## config.mk

```make
export PLATFORM = sky130hd
export DESIGN_NAME = regfile_write_sched
export DESIGN_NICKNAME = d
export VERILOG_FILES = /design/src/rtl/regfile_write_sched.sv
export SDC_FILE = /design/constraint.sdc
export NUM_CORES = 1
export LEC_CHECK = 0
export ABC_AREA = 1
export BUFFER_PORTS_ARGS = -buffer_cell sky130_fd_sc_hd__buf_2
export CAP_MARGIN = 0
export CORE_ASPECT_RATIO = 0.6
export CORE_MARGIN = 3
export CORE_UTILIZATION = 35
export DETAILED_ROUTE_END_ITERATION = 12
export GPL_TIMING_DRIVEN = 0
export HOLD_SLACK_MARGIN = 0.06
export PLACE_DENSITY = 0.54
export SYNTH_ARGS = -nofsm -noshare
export SYNTH_HDL_FRONTEND = slang
export SYNTH_SLANG_ARGS = --single-unit
```

## constraint.sdc

```tcl
create_clock -name clk -period 4.1 [get_ports clk]
set_input_delay 0 -clock clk [delete_from_list [all_inputs] [get_ports clk]]
set_output_delay 0 -clock clk [all_outputs]
set_load 0.05 [all_outputs]
```

## src/rtl/regfile_write_sched.sv

```systemverilog
// Arbitrates the single GPR write port between WB (priority) and a queued MDU result
// stream; one-cycle registered port, starvation guard holds WB to drain the queue.
module regfile_write_sched #(
  parameter int DEPTH        = 2,
  parameter int STARVE_LIMIT = 4
) (
  input  logic        clk,
  input  logic        rst,
  input  logic        wb_RegWrite,
  input  logic [4:0]  wb_write_register,
  input  logic [31:0] wb_write_data,
  input  logic        mdu_valid,
  output logic        mdu_ready,
  input  logic [4:0]  mdu_register,
  input  logic [31:0] mdu_data,
  output logic        wb_hold,
  output logic        RegWrite,
  output logic [4:0]  write_register,
  output logic [31:0] write_data,
  output logic [31:0] pending_mask,
  output logic        squash_err
);

  localparam int AW = $clog2(DEPTH);
  localparam int CW = $clog2(STARVE_LIMIT + 1);
  localparam logic [0:0] ST_NORMAL = 1'b0;
  localparam logic [0:0] ST_FORCE  = 1'b1;

  logic [4:0]       fifo_reg [DEPTH];
  logic [31:0]      fifo_dat [DEPTH];
  logic [DEPTH-1:0] fifo_vld;
  logic [AW-1:0]    rd_ptr, wr_ptr;
  logic [AW:0]      count;
  logic [0:0]       state;
  logic [CW-1:0]    starve_cnt, starve_nxt;
  logic             from_fifo;

  logic             full, nonempty, has_valid, head_vld;
  logic             wb_req, enq, deq, skip, grant_wb, grant_fifo, in_force;
  logic [DEPTH-1:0] squash_vec;

  assign full      = (count == (AW+1)'(DEPTH));
  assign mdu_ready = !full;
  assign nonempty  = (count != '0);
  assign has_valid = |fifo_vld;
  assign head_vld  = nonempty && fifo_vld[rd_ptr];
  assign in_force  = (state == ST_FORCE);
  assign wb_hold   = in_force;

  assign wb_req     = wb_RegWrite && (wb_write_register != 5'd0);
  assign enq        = mdu_valid && mdu_ready && (mdu_register != 5'd0);
  assign grant_wb   = wb_req && !in_force;
  assign grant_fifo = head_vld && !grant_wb;
  // Squashed entries are retired from the head without occupying the write port.
  assign skip       = nonempty && !fifo_vld[rd_ptr];
  assign deq        = grant_fifo || skip;

  always_comb begin
    for (int i = 0; i < DEPTH; i++)
      squash_vec[i] = grant_wb && fifo_vld[i] && (fifo_reg[i] == wb_write_register);
  end

  always_comb begin
    starve_nxt = starve_cnt;
    if (in_force || !has_valid || grant_fifo)
      starve_nxt = '0;
    else if (grant_wb)
      starve_nxt = starve_cnt + CW'(1);
  end

  always_comb begin
    pending_mask = '0;
    for (int i = 0; i < DEPTH; i++)
      if (fifo_vld[i]) pending_mask[fifo_reg[i]] = 1'b1;
    if (RegWrite && from_fifo) pending_mask[write_register] = 1'b1;
    pending_mask[0] = 1'b0;
  end

  always_ff @(posedge clk) begin
    if (enq) begin
      fifo_reg[wr_ptr] <= mdu_register;
      fifo_dat[wr_ptr] <= mdu_data;
    end
  end

  always_ff @(posedge clk or posedge rst) begin
    if (rst) begin
      fifo_vld   <= '0;
      rd_ptr     <= '0;
      wr_ptr     <= '0;
      count      <= '0;
      state      <= ST_NORMAL;
      starve_cnt <= '0;
    end else begin
      for (int i = 0; i < DEPTH; i++) begin
        if (enq && (wr_ptr == AW'(i)))
          fifo_vld[i] <= 1'b1;
        else if (deq && (rd_ptr == AW'(i)))
          fifo_vld[i] <= 1'b0;
        else if (squash_vec[i])
          fifo_vld[i] <= 1'b0;
      end
      if (enq) wr_ptr <= wr_ptr + AW'(1);
      if (deq) rd_ptr <= rd_ptr + AW'(1);
      count      <= count + {{AW{1'b0}}, enq} - {{AW{1'b0}}, deq};
      starve_cnt <= starve_nxt;
      state      <= (starve_nxt == CW'(STARVE_LIMIT)) ? ST_FORCE : ST_NORMAL;
    end
  end

  always_ff @(posedge clk or posedge rst) begin
    if (rst) begin
      RegWrite       <= 1'b0;
      write_register <= '0;
      write_data     <= '0;
      from_fifo      <= 1'b0;
      squash_err     <= 1'b0;
    end else begin
      squash_err <= |squash_vec;
      if (grant_wb) begin
        RegWrite       <= 1'b1;
        write_register <= wb_write_register;
        write_data     <= wb_write_data;
        from_fifo      <= 1'b0;
      end else if (grant_fifo) begin
        RegWrite       <= 1'b1;
        write_register <= fifo_reg[rd_ptr];
        write_data     <= fifo_dat[rd_ptr];
        from_fifo      <= 1'b1;
      end else begin
        RegWrite  <= 1'b0;
        from_fifo <= 1'b0;
      end
    end
  end

endmodule

```

* Word level (Yosys, flattened, before mapping) *
Memory sizes are Yosys's and may differ from the RTL's.
Cells that the tools add are included.

storage, ports and cells
  register bits after elaboration = 50
  latch bits = 0
  memory bits (writable) = 74
  bits in read-only memories = 0
  output and inout port bits = 73
  memories = 2

operators by class
  add/sub/neg operators = 5
  $mul = 0
  div/mod/pow operators = 0
  magnitude comparators = 7
  equal/unequal tests = 4
  shift operators = 0
  muxes and demuxes = 29
  bitwise operators = 4
  reductions and logical operators = 35

memory list
  memory    words  bits a word  rd ports  clocked after Yosys merged registers in  wr ports  line  RTL
  fifo_dat  2      32           1         0                                        1         30    logic [31:0] fifo_dat [DEPTH];
  fifo_reg  2      5            3         0                                        1         29    logic [4:0] fifo_reg [DEPTH];

operators by type and width
  cell                                                                                  count
  32-bit two-way mux                                                                    5
  32-bit OR                                                                             2
  1-bit logical AND                                                                     19
  5-bit by 6-bit < comparator with 1-bit output (second input constant)                 3
  1-bit two-way mux                                                                     17
  1-bit demux with 5-bit select                                                         3
  5-bit by 1-bit greater-or-equal comparator with 1-bit output (second input constant)  3
  5-bit equality test                                                                   2
  5-bit two-way mux                                                                     2
  5-bit nonzero test                                                                    2
  3-bit two-way mux                                                                     2
  3-bit nonzero test                                                                    2
  1-bit zero test                                                                       5
  2-bit nonzero test                                                                    2
  2-bit OR reduction                                                                    2
  3-bit by 1-bit adder with 3-bit output (second input constant)                        1
  3-bit equality test (second input constant)                                           1
  1-bit logical OR                                                                      3
  1-bit adder (second input constant)                                                   2
  2-bit by 1-bit adder with 2-bit output                                                1
  2-bit equality test (second input constant)                                           1
  1-bit by 2-bit < comparator with 1-bit output (second input constant)                 1
  1-bit inverter                                                                        2
  2-bit by 1-bit subtractor with 2-bit output                                           1

* Depth between registers and ports, before layout *
Gate-level depths: netlist of run 1.
An unclocked memory read counts as a cell.

  depth in word-level cells = 10
  mapped depth = 9
  depth with buffers taken out = 9

* Worst setup path after synthesis of run 1 *
Ideal clock, no wire load.

  path kind = reg-to-output
  start = register write_register[2]
  end = output pending_mask[13]
  arrival = 2.065 ns
  data required time = 4.100 ns
  path slack = 2.035 ns
  cell stages (with the launch flop) = 5
  path buffers = 0
  cell sequence = dfrtp_1 -> inv_1 -> nor3_1 -> inv_1 -> o221ai_1

between the ends
  longest elaborated chain between the ends = 6
  elaborated cells on any way between the ends = 7
  classes of those cells = 2 x order compare; 3 x mux; 1 x bitwise; 1 x reduce/logical

ends and longest elaborated chain
  what                                                                                                                                                        line  RTL
  start, declared                                                                                                                                             18    output logic [4:0] write_register,
  start signal, assigned                                                                                                                                      122   write_register <= wb_write_register;
  start signal, assigned                                                                                                                                      127   write_register <= fifo_reg[rd_ptr];
  5-bit by 6-bit < comparator with 1-bit output (implied by the code) / 5-bit by 1-bit greater-or-equal comparator with 1-bit output (equally long branches)  75    if (RegWrite && from_fifo) pending_mask[write_register] = 1'b1;
  1-bit logical AND (implied by the code)                                                                                                                     75
  1-bit two-way mux (implied by the code)                                                                                                                     75
  1-bit demux with 5-bit select (*)                                                                                                                           75
  32-bit OR (no line) (*)                                                                                                                                     --
  32-bit two-way mux (*)                                                                                                                                      75
  end, declared                                                                                                                                               20    output logic [31:0] pending_mask,

Every way passes the cells marked *; elsewhere a longest branch is shown, timed or not.

* Final worst setup path of run 1 *
  start = register write_register[1]
  end = output pending_mask[18]

The elaborated chain is that of the path after synthesis.

==> results of run 1 <==
path summary, 6_finish.rpt:
path,start,to,slack (ps),cells after the start
worst max-delay path,write_register[1],pending_mask[18],1640,5
worst min-delay path,mdu_valid,wr_ptr,80,5
worst max register to register,count[1],fifo_dat[0][3],2210,6
worst min register to register,write_data[21],write_data[21],490,2
max in group asynchronous,rst,count[0],3370,4
min in group asynchronous,rst,write_data[7],160,3
per-stage QoR:
stage / instances / cell area, um^2 / setup WS (ps) / util
after global routing: 1040 / 8606 / 1490 / 0.5178
final: 1040 / 8606 / 1642 / 0.5178
after global placement: 929 / 7129 / 1458 / 0.4289
after detailed placement: 932 / 7197 / 2042 / 0.4330
after floorplan: 552 / 6098 / 2035 / -
after CTS: 1040 / 8601 / 1589 / 0.5175
layout by cell type (no fill, tap or decap), types with 9 or more instances in the layout:
cell type      synthesis  final
nand4_1                9      9
clkbuf_16              0     17
o221ai_1              23     23
nor2_1                10     10
buf_2                  7    156
inv_1                 48     45
dfrtp_1               50     50
o211ai_2              30     30
dlygate4sd3_1          0     77
edfxtp_1              74     74
nand3_1               43     43
mux2i_1               32     32
nand2_1              127    127
nand2_2               30     30
cell type report:
class,count,area (um^2),area share
timing repair buffer,229,1584,0.1841
buffer,19,166.4,0.01934
clock inverter,14,207.7,0.02413
sequential,124,3473,0.4036
inverter,55,214.0,0.02486
multi-input combinational,354,2250,0.2614
tap,228,285.3,0.03315
clock buffer,17,425.4,0.04943
kinds of logic (layout without fill, tap and decap cells):
kind of cell / Yosys count / in the layout / synth area share
AOI/OAI and AO/OA: 75 / 75 / 0.1176
xor gates and xnor gates: 5 / 5 / 0.007182
adders and majority gates: 3 / 3 / 0.006156
buffers and inverters: 74 / 334 / 0.06237
DFF: 124 / 124 / 0.5696
muxes: 32 / 32 / 0.05252
other: 1 / 1 / 0.0006149
and+or+nand+nor: 238 / 238 / 0.1840
power groups by stage:
stage,Clock [mW],Combinational (mW),Sequential [mW]
floorplan,0,1.32,2.59
global placement,0,2.58,2.01
detailed placement,0,2.65,2.01
CTS,1.66,2.72,1.99
global route,1.71,2.91,2.04
finish,1.62,2.70,2.00
worst max-delay path: cells and delay by family (launching register included):
| family | cells | cell delay (ps) |
|---|---|---|
| flops | 1 | 400 |
| compound gates | 1 | 150 |
| simple gates | 2 | 1080 |
| buf+inv | 2 | 430 |
metal layers:
layer / up-vias / share of wire / GRT usage
met4: 0 / 0.0071 / 0.04706
met3: 16 / 0.075 / 0.04737
met5: - / 0 / 0
met1: 2453 / 0.50 / 0.3023
met2: 199 / 0.42 / 0.2836
li1: 2448 / - / -
timing repair:
action	CTS	global route
hold buffers	77	0
gates resized for setup	0	0
endpoints found under the hold margin	162	0
==> impl_results.md, run 1 <==
* IO Count at roughly 150
* Root buf cell: clkbuf_16
* Clk_skew at ~5.5 ps
* Total gr overflow at 0
* Largest net degree at the start of global routing at 31
* Clk pwr share at 0.256
* Asr flop ratio synth at 0.4032
* Achievable Freq at ~400 MHz
* Bufs on Longest Clock Path at 2
* Total Power at between 6 and 7 mW
* Critical Path Sink Type: primary output
* Tot GR Track Use at 0.1984
* Full die area at ~19000 um^2
* WL/cell at ~18 um
* N_diodes at 0
* Seq pwr share at 0.316
* DRT antenna net count at 0
* Tightest Pin Transition at roughly 1200 ps
* EDFF count, synth at 74
* Most frequent cell after synthesis: nand2_1
* DR vias at just over 5000
* Yosys reg bits at 124
* Static Leak at between 3 and 4 nW
* Unrepaired setup endpoints after global routing: no
* Power per cell area at 733.9 nW/um^2
* Status: completed
* Sw frac at 0.4365
* Core Rows at 36
* Setup TNS at 0 ps
* Mapped Avg Cell Area at about 11 um^2
* Worst VDD drop at about 0.32 mV
* Clock Latency Late Sink at 410 ps
* Hold Crit Class: in2reg
* Share of cells above drive strength 1 at 0.3448
* Layout area overhead at 41.12%
* Yosys cell types at 38
* Sequential share of the synthesized area at 0.5696
* Post-CTS Setup Inserts at 0
* Routability cong. at between 0.8 and 0.9
* Leading area contributor after synthesis: edfxtp_1
* Worst path max stage delay at between 900 and 1000 ps
* First-pass detailed-route iteration total at 6
* DRC violation count after routing at 0
* Max-slew violations at 0
* Psw at around 2.8 mW
* Initial Utilization at 0.3669
* Depth of the CTS H-tree at 4
* Crit start category: flip-flop
* Port Buffers at around 150
* CTS tree: built
* Max reg flops at between 60 and 70
* Number of fillers in the final layout at approximately 1500
* Post-Synthesis Cell Area at ~6000 um^2
* Clock sink count at ~120
* CP Cell Sequence: inv_1 -> nor3_1 -> nand2_1 -> o221ai_1 -> buf_2
* Chip width at roughly 180 um
* Period Utilization, post-route at 0.5995
* Count of final setup violators at 0
* Maximum fanout along the worst path at 8
* Synth cell count leaders: nand2_1, edfxtp_1, dfrtp_1, inv_1, nand3_1
* First-pass GRT wire length at ~29000 um
* Net count after synthesis at between 600 and 700
* Max cap viols at 0
* DR vias/cell at a little under 5
* Top cells by area, synth: edfxtp_1, dfrtp_1, nand2_1, o211ai_2, mux2i_1
* WS Path Type: reg2out
* Cells after synthesis at between 500 and 600
* Slowest CP cell: nor3_1
* Die Height at 108.2 um
* Area share of the largest cell type after synthesis at 0.3644
* Vias in the first global route at about 5200
* Minimum clock period at 2458 ps
* Fin nets at approximately 900
* Hpwl dp at ~13000 um
* Combinational Power Share at 0.428
* Total Routed Length at 18460 um
* Req. time, crit path at 4100 ps
* Final hold vios at 0
* Antenna violations before repair at 0
* CTS buffer count at 17
* Main synth FF type: edfxtp_1
* Power Internal at roughly 3.6 mW
* Arr. time, crit path at about 2500 ps
* Clk slew on worst S/H paths at about 60 ps
* Initial DRC Count at 558
* Core ar. at roughly 17000 um^2
* Yosys warns at 0
* Slew HR at 0.2080
* Worst hold slack at between 80 and 90 ps
(Power assumes the default switching activity.)
==> run 2, diff against run 1 <==
--- a/config.mk
+++ b/config.mk
@@ -14,7 +14,7 @@
 export DETAILED_ROUTE_END_ITERATION = 12
 export GPL_TIMING_DRIVEN = 0
 export HOLD_SLACK_MARGIN = 0.06
-export PLACE_DENSITY = 0.54
+export PLACE_DENSITY = 0.56
 export SYNTH_ARGS = -nofsm -noshare
 export SYNTH_HDL_FRONTEND = slang
 export SYNTH_SLANG_ARGS = --single-unit
==> constraint.sdc (replaced) <==
create_clock -name clk -period 2.11 [get_ports clk]
set_input_delay 0 -clock clk [delete_from_list [all_inputs] [get_ports clk]]
set_output_delay 0 -clock clk [all_outputs]
set_load 0.05 [all_outputs]
==> run 2 against run 1 <==
Against the previous run: the flow now finishes with violations (negative setup slack); clock skew increased by 4.6 ps; global-route usage fell by 0.16 points; design area grew 0.42%; hold slack better by 16 ps; combinational power is 96% higher; via count grew 4.0%; sequential power up 94%; core utilization increased by 0.22 points; sequential share of layout area down 0.17 points; critical path depth fell by 1; wire length grew 0.94%; non-clock buffer count grew 2; critical path type unchanged.
==> impl_results.md, run 2 (synthesis results as in run 1) <==
* Status: finished with violations
* Failing checks: negative setup slack
* Req. time, crit path at 2110 ps (-1990 ps)
* Full die area at 19100 um^2 (unchanged)
* DR vias at 5319 (+4.0%)
* Tot GR Track Use at 0.1968 (-0.001553)
* Multi-input gate area at 2315 um^2 (+2.9%)
* N_diodes at 0 (unchanged)
* Setup crit start: fifo_reg[0][0]
* Die Height at 108.2 um (unchanged)
* Most frequent cells in the layout: buf_2, nand2_1, dlygate4sd3_1
* Minimum clock period at 2135 ps
* Count of final setup violators at 1 (+1)
* WL/cell at 17.87 um (+0.65%)
* Max-slew violations at 0 (unchanged)
* CTS buffer count at 17 (unchanged)
* Root buf cell: clkbuf_16
* Routability cong. at 0.9061 (+3.4%)
* Layout Utilization at 0.5199 (+0.002183)
* Initial Utilization at 0.3669 (unchanged)
* Fin nets at 883 (+0.23%)
* Register area at 3473 um^2 (unchanged)
* Total Routed Length at 18640 um (+0.94%)
* IO Count at 151 (unchanged)
* Depth of the CTS H-tree at 4 (unchanged)
* Power per cell area at 1396 nW/um^2 (+90%)
* Vias in the first global route at 5242 (+0.36%)
* HP Start: mdu_valid
* Unrepaired setup endpoints after global routing: yes
* Core ar. at 16620 um^2 (unchanged)
* Static Leak at 3.925 nW (+0.13%)
* Layout area overhead at 41.71%
* DRT antenna net count at 0 (unchanged)
* Worst VDD drop at 0.7090 mV (+120%)
* Maximum fanout along the worst path at 8 (unchanged)
* Final WS setup at -25.09 ps (-1667 ps)
* Slew HR at 0.5536 (+0.3456)
* DRC violation count after routing at 0 (unchanged)
* First-pass detailed-route iteration total at 6 (unchanged)
* Slowest CP cell: edfxtp_1
* Commonest non-fill, non-tap cell in the layout: buf_2
* Crit start category: flip-flop
* Achievable Freq at 468.4 MHz
* Period Utilization, post-route at 1.012
* CP Cell Sequence: inv_1 -> nand3_1 -> o221ai_1 -> buf_2
* Tightest Pin Transition at 668.6 ps (-510.3 ps)
* Placed Area at 7197 um^2 (unchanged)
* CTS tree: built
* Clk_skew at 10.05 ps (+4.564 ps)
* First-pass GRT wire length at 28860 um (+0.17%)
* Hpwl dp at 13340 um (+0.81%)
* Worst r2r src: count[1]
* Fin area at 8642 um^2 (+0.42%)
* Port Buffers at 149 (unchanged)
* Largest net degree at the start of global routing at 28 (-9.7%)
* Number of fillers in the final layout at 1480 (-0.60%)
* WS Path Type: reg2out
* Max cap viols at 0 (unchanged)
* Initial DRC Count at 493 (-12%)
* DR vias/cell at 5.100 (+3.7%)
* Hold Crit Class: in2reg
* Bufs on Longest Clock Path at 2 (unchanged)
* Antenna violations before repair at 0 (unchanged)
* Final hold vios at 0 (unchanged)
* Chip width at 176.4 um (unchanged)
* Clock Latency Late Sink at 410 ps (about the same)
* Worst path max stage delay at 430 ps (-510 ps)
* Arr. time, crit path at 2140 ps (-320 ps)
* Clock sink count at 124 (unchanged)
* Critical Path Sink Type: primary output
* Share of cells above drive strength 1 at 0.3583 (+0.01345)
* Core Rows at 36 (unchanged)
* Max reg flops at 64 (unchanged)
* Clk slew on worst S/H paths at 60 ps (about the same)
* Total gr overflow at 0 (unchanged)
[run 2: path summary, 6_finish.rpt]
check	endpoint	slack, ps	depth (start not counted)
worst max-delay path	pending_mask[18]	-30	4
min in group asynchronous	write_data[30]	250	3
worst max register to register	fifo_dat[0][9]	250	6
max in group asynchronous	rd_ptr	1270	4
worst min-delay path	wr_ptr	100	5
worst min register to register	write_data[20]	490	2
[run 2: worst max-delay path: cells and delay by family, from the launching register on]
kind / cells / cell delay [ps]
AOI/OAI and AO/OA: 1 / 360
buffers and inverters: 2 / 540
DFF: 1 / 430
and+or+nand+nor: 1 / 390
[run 2: report_power, final]
part,switching (mW),internal [mW],total (mW)
registers,0.500,3.39,3.89
clock network,1.10,1.78,2.87
logic,3.76,1.54,5.30
total,5.35,6.71,12.1
[run 2: stage by stage]
stage               hold slack (ps)  std cells  setup TNS, ps  power, mW  worst slack [ps]
floorplan                     98.87        552              0      7.604             44.84
global placement              189.9        929         -33560      8.891            -461.3
CTS                           94.35       1041         -31.49      12.10            -30.04
finish                        98.67       1043         -25.09      12.06            -25.09
detailed placement            148.4        932              0      9.038             138.0
global route                  130.5       1043         -204.9      12.68            -61.11
[run 2: repair_timing]
action | 4_1_cts | 5_1_grt
setup endpoints to repair | 23 | 25
gates resized for setup | 5 | 11
cloned | 0 | 0
pin swaps | 0 | 2
hold buffers | 77 | 0
setup buffers | 0 | 2
endpoints found under the hold margin | 137 | 0
[run 2: cell type report]
type,instances,area share
buffer,19,0.01940
clock buffer,19,0.05125
inverter,55,0.02519
clock inverter,13,0.01636
sequential,124,0.4019
tap,228,0.03301
timing repair buffer,231,0.1850
multi-input combinational,354,0.2678
[run 2: per-layer routing]
metal  part of all wire  vias up  global-route usage  wire [um]
met1               0.47     2564              0.2889       8749
met5                  0        -                   0          0
li1                   -     2457                   -          -
met3              0.093       35             0.05544       1736
met4              0.015        0             0.05154        275
met2               0.42      263              0.2861       7875
